===== config.mk =====
export PLATFORM = sky130hd
export DESIGN_NAME = exu_fpu_obuf
export DESIGN_NICKNAME = d
export VERILOG_FILES = /design/src/rtl/exu_fpu_obuf.sv
export SDC_FILE = /design/constraint.sdc
export NUM_CORES = 1
export LEC_CHECK = 0
export CAP_MARGIN = 5
export CORE_MARGIN = 2
export CORE_UTILIZATION = 34
export CTS_BUF_LIST = sky130_fd_sc_hd__clkbuf_8
export CTS_CLUSTER_DIAMETER = 60
export DETAILED_ROUTE_END_ITERATION = 10
export GPL_ROUTABILITY_DRIVEN = 0
export PLACE_DENSITY = 0.59
export SLEW_MARGIN = 20
export SYNTH_ARGS = -nofsm -noshare
export SYNTH_HDL_FRONTEND = slang
export SYNTH_SLANG_ARGS = --single-unit

===== constraint.sdc =====
create_clock -name clk -period 2.8 [get_ports clk]
set_input_delay 0.56 -clock clk [delete_from_list [all_inputs] [get_ports clk]]
set_output_delay 0.56 -clock clk [all_outputs]
set_load 0.01 [all_outputs]

===== src/rtl/exu_fpu_obuf.sv =====
// Output buffer between the FPU core and writeback: keeps issue-order tags,
// buffers returned results and drives register/FCSR writeback in order.
module exu_fpu_obuf #(
    parameter int DATA_W = 64,
    parameter int ADDR_W = 5,
    parameter int CID_W  = 3,
    parameter int DEPTH  = 4
) (
    input  logic              clk,
    input  logic              rst,
    input  logic              req_i,
    input  logic              fflags_op_i,
    input  logic [ADDR_W-1:0] reg_waddr_i,
    input  logic [CID_W-1:0]  commit_id_i,
    output logic              stall_o,
    output logic              core_req_o,
    input  logic              core_ready_i,
    input  logic [DATA_W-1:0] core_result_i,
    input  logic [4:0]        core_flags_i,
    input  logic              wb_ready_i,
    output logic              reg_we_o,
    output logic [ADDR_W-1:0] reg_waddr_o,
    output logic [DATA_W-1:0] reg_wdata_o,
    output logic [CID_W-1:0]  commit_id_o,
    output logic              fcsr_we_o,
    output logic [4:0]        fcsr_fflags_o,
    output logic              fflags_pending_o,
    output logic              err_o
);

    localparam int PW = $clog2(DEPTH);
    localparam int CW = $clog2(DEPTH + 1);
    localparam logic [CW-1:0] DEPTH_C = CW'(DEPTH);
    localparam logic [CW-1:0] ONE_C   = CW'(1);
    localparam logic [CW-1:0] ZERO_C  = CW'(0);
    localparam logic [PW-1:0] PONE_C  = PW'(1);

    logic [ADDR_W-1:0] tag_waddr_r [DEPTH];
    logic [CID_W-1:0]  tag_cid_r   [DEPTH];
    logic              tag_fop_r   [DEPTH];
    logic [DATA_W-1:0] res_data_r  [DEPTH];
    logic [4:0]        res_flags_r [DEPTH];

    logic [PW-1:0] tag_wr_r, res_wr_r, rd_r;
    logic [CW-1:0] oc_r, ic_r, rc_r, fc_r;
    logic [CW-1:0] oc_nxt_s, ic_nxt_s, rc_nxt_s, fc_nxt_s;
    logic          err_r;
    logic          accept_s, push_s, hs_s, head_fop_s, acc_f_s, pop_f_s;

    // Handshake qualifiers; stall is decided only by the registered count.
    always_comb begin
        accept_s   = req_i & (oc_r < DEPTH_C);
        stall_o    = req_i & (oc_r == DEPTH_C);
        core_req_o = accept_s;
        push_s     = core_ready_i & (ic_r != ZERO_C);
        reg_we_o   = (rc_r != ZERO_C);
        hs_s       = reg_we_o & wb_ready_i;
        head_fop_s = tag_fop_r[rd_r];
        acc_f_s    = accept_s & fflags_op_i;
        pop_f_s    = hs_s & head_fop_s;
    end

    // Next values of the outstanding, in-core, result and fflags counters.
    always_comb begin
        oc_nxt_s = oc_r;
        ic_nxt_s = ic_r;
        rc_nxt_s = rc_r;
        fc_nxt_s = fc_r;
        case ({accept_s, hs_s})
            2'b10:   oc_nxt_s = oc_r + ONE_C;
            2'b01:   oc_nxt_s = oc_r - ONE_C;
            default: oc_nxt_s = oc_r;
        endcase
        case ({accept_s, push_s})
            2'b10:   ic_nxt_s = ic_r + ONE_C;
            2'b01:   ic_nxt_s = ic_r - ONE_C;
            default: ic_nxt_s = ic_r;
        endcase
        case ({push_s, hs_s})
            2'b10:   rc_nxt_s = rc_r + ONE_C;
            2'b01:   rc_nxt_s = rc_r - ONE_C;
            default: rc_nxt_s = rc_r;
        endcase
        case ({acc_f_s, pop_f_s})
            2'b10:   fc_nxt_s = fc_r + ONE_C;
            2'b01:   fc_nxt_s = fc_r - ONE_C;
            default: fc_nxt_s = fc_r;
        endcase
    end

    // Counters, pointers and the sticky error flag.
    always_ff @(posedge clk) begin
        if (rst) begin
            oc_r     <= ZERO_C;
            ic_r     <= ZERO_C;
            rc_r     <= ZERO_C;
            fc_r     <= ZERO_C;
            tag_wr_r <= '0;
            res_wr_r <= '0;
            rd_r     <= '0;
            err_r    <= 1'b0;
        end else begin
            oc_r  <= oc_nxt_s;
            ic_r  <= ic_nxt_s;
            rc_r  <= rc_nxt_s;
            fc_r  <= fc_nxt_s;
            err_r <= err_r | (core_ready_i & (ic_r == ZERO_C));
            if (accept_s) tag_wr_r <= tag_wr_r + PONE_C;
            if (push_s)   res_wr_r <= res_wr_r + PONE_C;
            if (hs_s)     rd_r     <= rd_r + PONE_C;
        end
    end

    // Entry storage needs no reset: contents are only visible behind the counts.
    always_ff @(posedge clk) begin
        if (accept_s) begin
            tag_waddr_r[tag_wr_r] <= reg_waddr_i;
            tag_cid_r[tag_wr_r]   <= commit_id_i;
            tag_fop_r[tag_wr_r]   <= fflags_op_i;
        end
        if (push_s) begin
            res_data_r[res_wr_r]  <= core_result_i;
            res_flags_r[res_wr_r] <= core_flags_i;
        end
    end

    // Head presentation, forced to zero while nothing is buffered.
    always_comb begin
        if (reg_we_o) begin
            reg_waddr_o   = tag_waddr_r[rd_r];
            commit_id_o   = tag_cid_r[rd_r];
            reg_wdata_o   = res_data_r[rd_r];
            fcsr_fflags_o = res_flags_r[rd_r];
            fcsr_we_o     = head_fop_s & (res_flags_r[rd_r] != 5'd0);
        end else begin
            reg_waddr_o   = '0;
            commit_id_o   = '0;
            reg_wdata_o   = '0;
            fcsr_fflags_o = 5'd0;
            fcsr_we_o     = 1'b0;
        end
        fflags_pending_o = (fc_r != ZERO_C);
        err_o            = err_r;
    end

endmodule

==> results.cfg <==
[detailed_routing]
drtIter0Drc = 256
route.layer.met1.wl_um = 12100
met2_layer_wire_length_in_the_routed_design_um = 13800
via_count = 6624
first_pass_iters = 4
highest_metal_layer_with_signal_wires = met5
drc = 0
ant_nets = 0
met3RoutedLength_um = 1630
detail_route.wirelength_um = 28100
wl_per_cell_um = 19.4
post_drt_via_cell_ratio = 4.58

[finish]
layout.cells.most_common_list = sky130_fd_sc_hd__edfxtp_1 (312), sky130_fd_sc_hd__clkdlybuf4s50_1 (87), sky130_fd_sc_hd__mux4_2 (78), sky130_fd_sc_hd__clkbuf_8 (55), sky130_fd_sc_hd__and2_4 (47)
multi_input_area_um2 = 3050
area_growth_syn_to_fin_pct = 32.8
drive_above_1_share_pct = 38.2
postLayoutCellArea_um2 = 17200
finalNetCount = 991
seq_area_um2 = 9800
final.fill_count = 3283
num_antenna_cells = 0
final_core_utilization_pct = 45.7
layout.cells.most_common = sky130_fd_sc_hd__edfxtp_1

[timing]
setup_viol = 6
setup_ws_ns = -0.0304
tightest_slew_ns = 0.756
finalCritPeriodShare_pct = 101
grt_setup_unrepaired = true
finClkSkew_ns = 0.0188
period_needed_ns = 2.83
fmax_mhz = 353
worst_slew_margin_rel_pct = 49.5
hold_violations = 0
timing_max_transition_violations_final = 0

[power]
switching_power_mw = 4.63
power.switching_fraction_pct = 28.8
p_comb_share_pct = 37.3
design_power_mw = 16.1
power.share.sequential_pct = 39.3
power_per_cell_area_nw_per_um2 = 937
internal_power_mw = 11.5
ir_worst_vdd_uv = 556
clock_power_share_pct = 23.4
p_leak_nw = 5.94

[floorplan]
io-pin-count = 166
standard_cell_row_count = 71
coreArea_um2 = 37600
fp.dieArea_um2 = 39600
fp.dieH_um = 199
floorplan.initialDensity_pct = 34.4
chipWidth_um = 199

[cts]
cts_max_path_buffers = 3
tritoncts_num_sinks = 333
cts_max_level = 2
worst_setup_hold_path_clk_slew_ns = 0.06
worst_skew_pair.late_latency_ns = 0.59
tritoncts = built
tritoncts.num_buffers = 54
cts_hold_buffers = 0
ctsRootBufferMaster = sky130_fd_sc_hd__clkbuf_8

[worst_setup_path]
crit_fanout = 4
worst_path_largest_cell_delay_ns = 0.49
worst-path-buf-inv = 6
most_used_cell_along_the_critical_path = sky130_fd_sc_hd__buf_12
cpLargestDelayFamily = buffers and inverters
cpMaxStageDelayCell = sky130_fd_sc_hd__mux4_2
cp.arrival_ns = 2.27
worst_setup_path_end_kind = primary output
critical_path_required_time_ns = 2.24
crit_chain = buf_12, buf_12, buf_12, buf_16, buf_6, mux4_2, and2_4, buf_6
timing.critical_path.from_type = register
worstSetupPathType = reg -> out

[yosys]
synthesis.yosys.warnings = 0
synth.cell_area_um2 = 12900
post_synth.cell_area_avg_um2 = 20.7
synth-seq-cells = 333
synth.distinct_cells = 26
synthesis.nets = 722
ys_seq_area_share_pct = 75.7
synthCells = 623

[run]
maxCapViolCount = 0

[run_status]
failed_checks = setup timing
status = complete, but fails checks

[placed_design]
dp_slack_ns = 0.171
placement.io_buffers = 165
placed_cell_area_um2 = 15500
dpl.hpwl_um = 17100

[min_path]
timing.hold.worst.start = err_o
worst_hold_path_type = reg -> reg

[grt]
grt_usage_pct = 14.5
number_of_antenna_violations_at_the_first_check_in_global_routing = 2
wire_length_of_the_first_global_routing_pass_um = 42700
grt.overflow.total = 0
first_global_vias = 7151
maximum_number_of_pins_on_one_net_before_global_route_repair = 41
## metrics by stage
stage	TNS, ns	hold slack, ns	std cells
finish	-0.0868	0.478	1446
floorplan	0	0.454	623
global route	-3.44	0.513	1446
detailed placement	0	0.457	1298
CTS	-2.57	0.481	1444
global placement	0	0.457	1298
## power by group through the flow
stage	logic, mW	registers [mW]	clock network, mW
2_1_floorplan	2.68	6.36	0
3_3_place_gp	4.96	6.41	0
3_5_place_dp	4.99	6.43	0
4_1_cts	5.95	6.32	3.92
5_1_grt	6.51	6.37	4.14
6_report	6.00	6.32	3.77
## cell type report
type,count,area share [%]
clock buffers,55,4.41
clock inverters,44,1.30
inverters,16,0.350
multi-input cells,243,17.8
flip-flops and latches,333,57.1
well taps,511,3.73
repair buffers,244,15.3
## path summary, 6_finish.rpt
kind	slack, ns	end	cells after the start
min	0.48	err_o	2
max reg2reg	0.10	fc_r[2]	10
max	-0.03	reg_wdata_o[32]	8
min reg2reg	0.48	err_o	2
## sequential cells by signal, summed over array words and instances (netlist names), named ones only
signal and flops:
res_data_r 256, res_flags_r 20, tag_waddr_r 20, tag_cid_r 12
tag_fop_r 4, fc_r 3, ic_r 3, oc_r 3
rc_r 3, rd_r 2, res_wr_r 2, tag_wr_r 2
err_o 1
## Yosys cell counts (all sizes together)
cell / number / area (um2)
ha: 12 / 150
xnor2: 3 / 26.3
mux4: 78 / 1760
o21ai: 4 / 20.0
clkbuf: 18 / 67.6
and2: 85 / 532
and4: 1 / 8.76
nor2b: 2 / 12.5
dfxtp: 21 / 420
o31a: 1 / 8.76
fa: 4 / 80.1
inv: 16 / 60.1
or3: 6 / 37.5
edfxtp: 312 / 9370
xor2: 9 / 78.8
nand2: 2 / 7.51
nor2: 20 / 75.1
o311ai: 1 / 8.76
buf: 13 / 111
o31ai: 1 / 7.51
nor3: 2 / 10.0
mux2i: 3 / 30.0
a21oi: 9 / 45.0
## layer usage
metal	vias up	global-route usage (%)
li1	3016	-
met2	164	24.0
met4	4	4.01
met5	-	0
met1	3393	18.9
met3	47	3.98
## worst min-delay path, stage by stage (launching register included)
cell                      delay [ns]
sky130_fd_sc_hd__dfxtp_1        0.33
sky130_fd_sc_hd__a21oi_1        0.04
sky130_fd_sc_hd__nor2_1         0.07
## timing repair
action | in CTS | in global routing
pin swaps | 14 | 7
setup buffers | 42 | 8
cloned | 7 | 0
gates resized for setup | 384 | 42
setup endpoints to repair | 79 | 63
## cell families (layout without fill, tap and decap cells)
logic type | Yosys count | after routing | synth area share, %
AOI/OAI and AO/OA | 16 | 16 | 0.697
muxes | 81 | 81 | 13.8
adders and majority gates | 16 | 16 | 1.78
DFF | 333 | 333 | 75.7
xor gates and xnor gates | 12 | 12 | 0.813
buffers and inverters | 47 | 359 | 1.85
and+or+nand+nor | 118 | 118 | 5.29
Power figures use the tool's default switching activity.
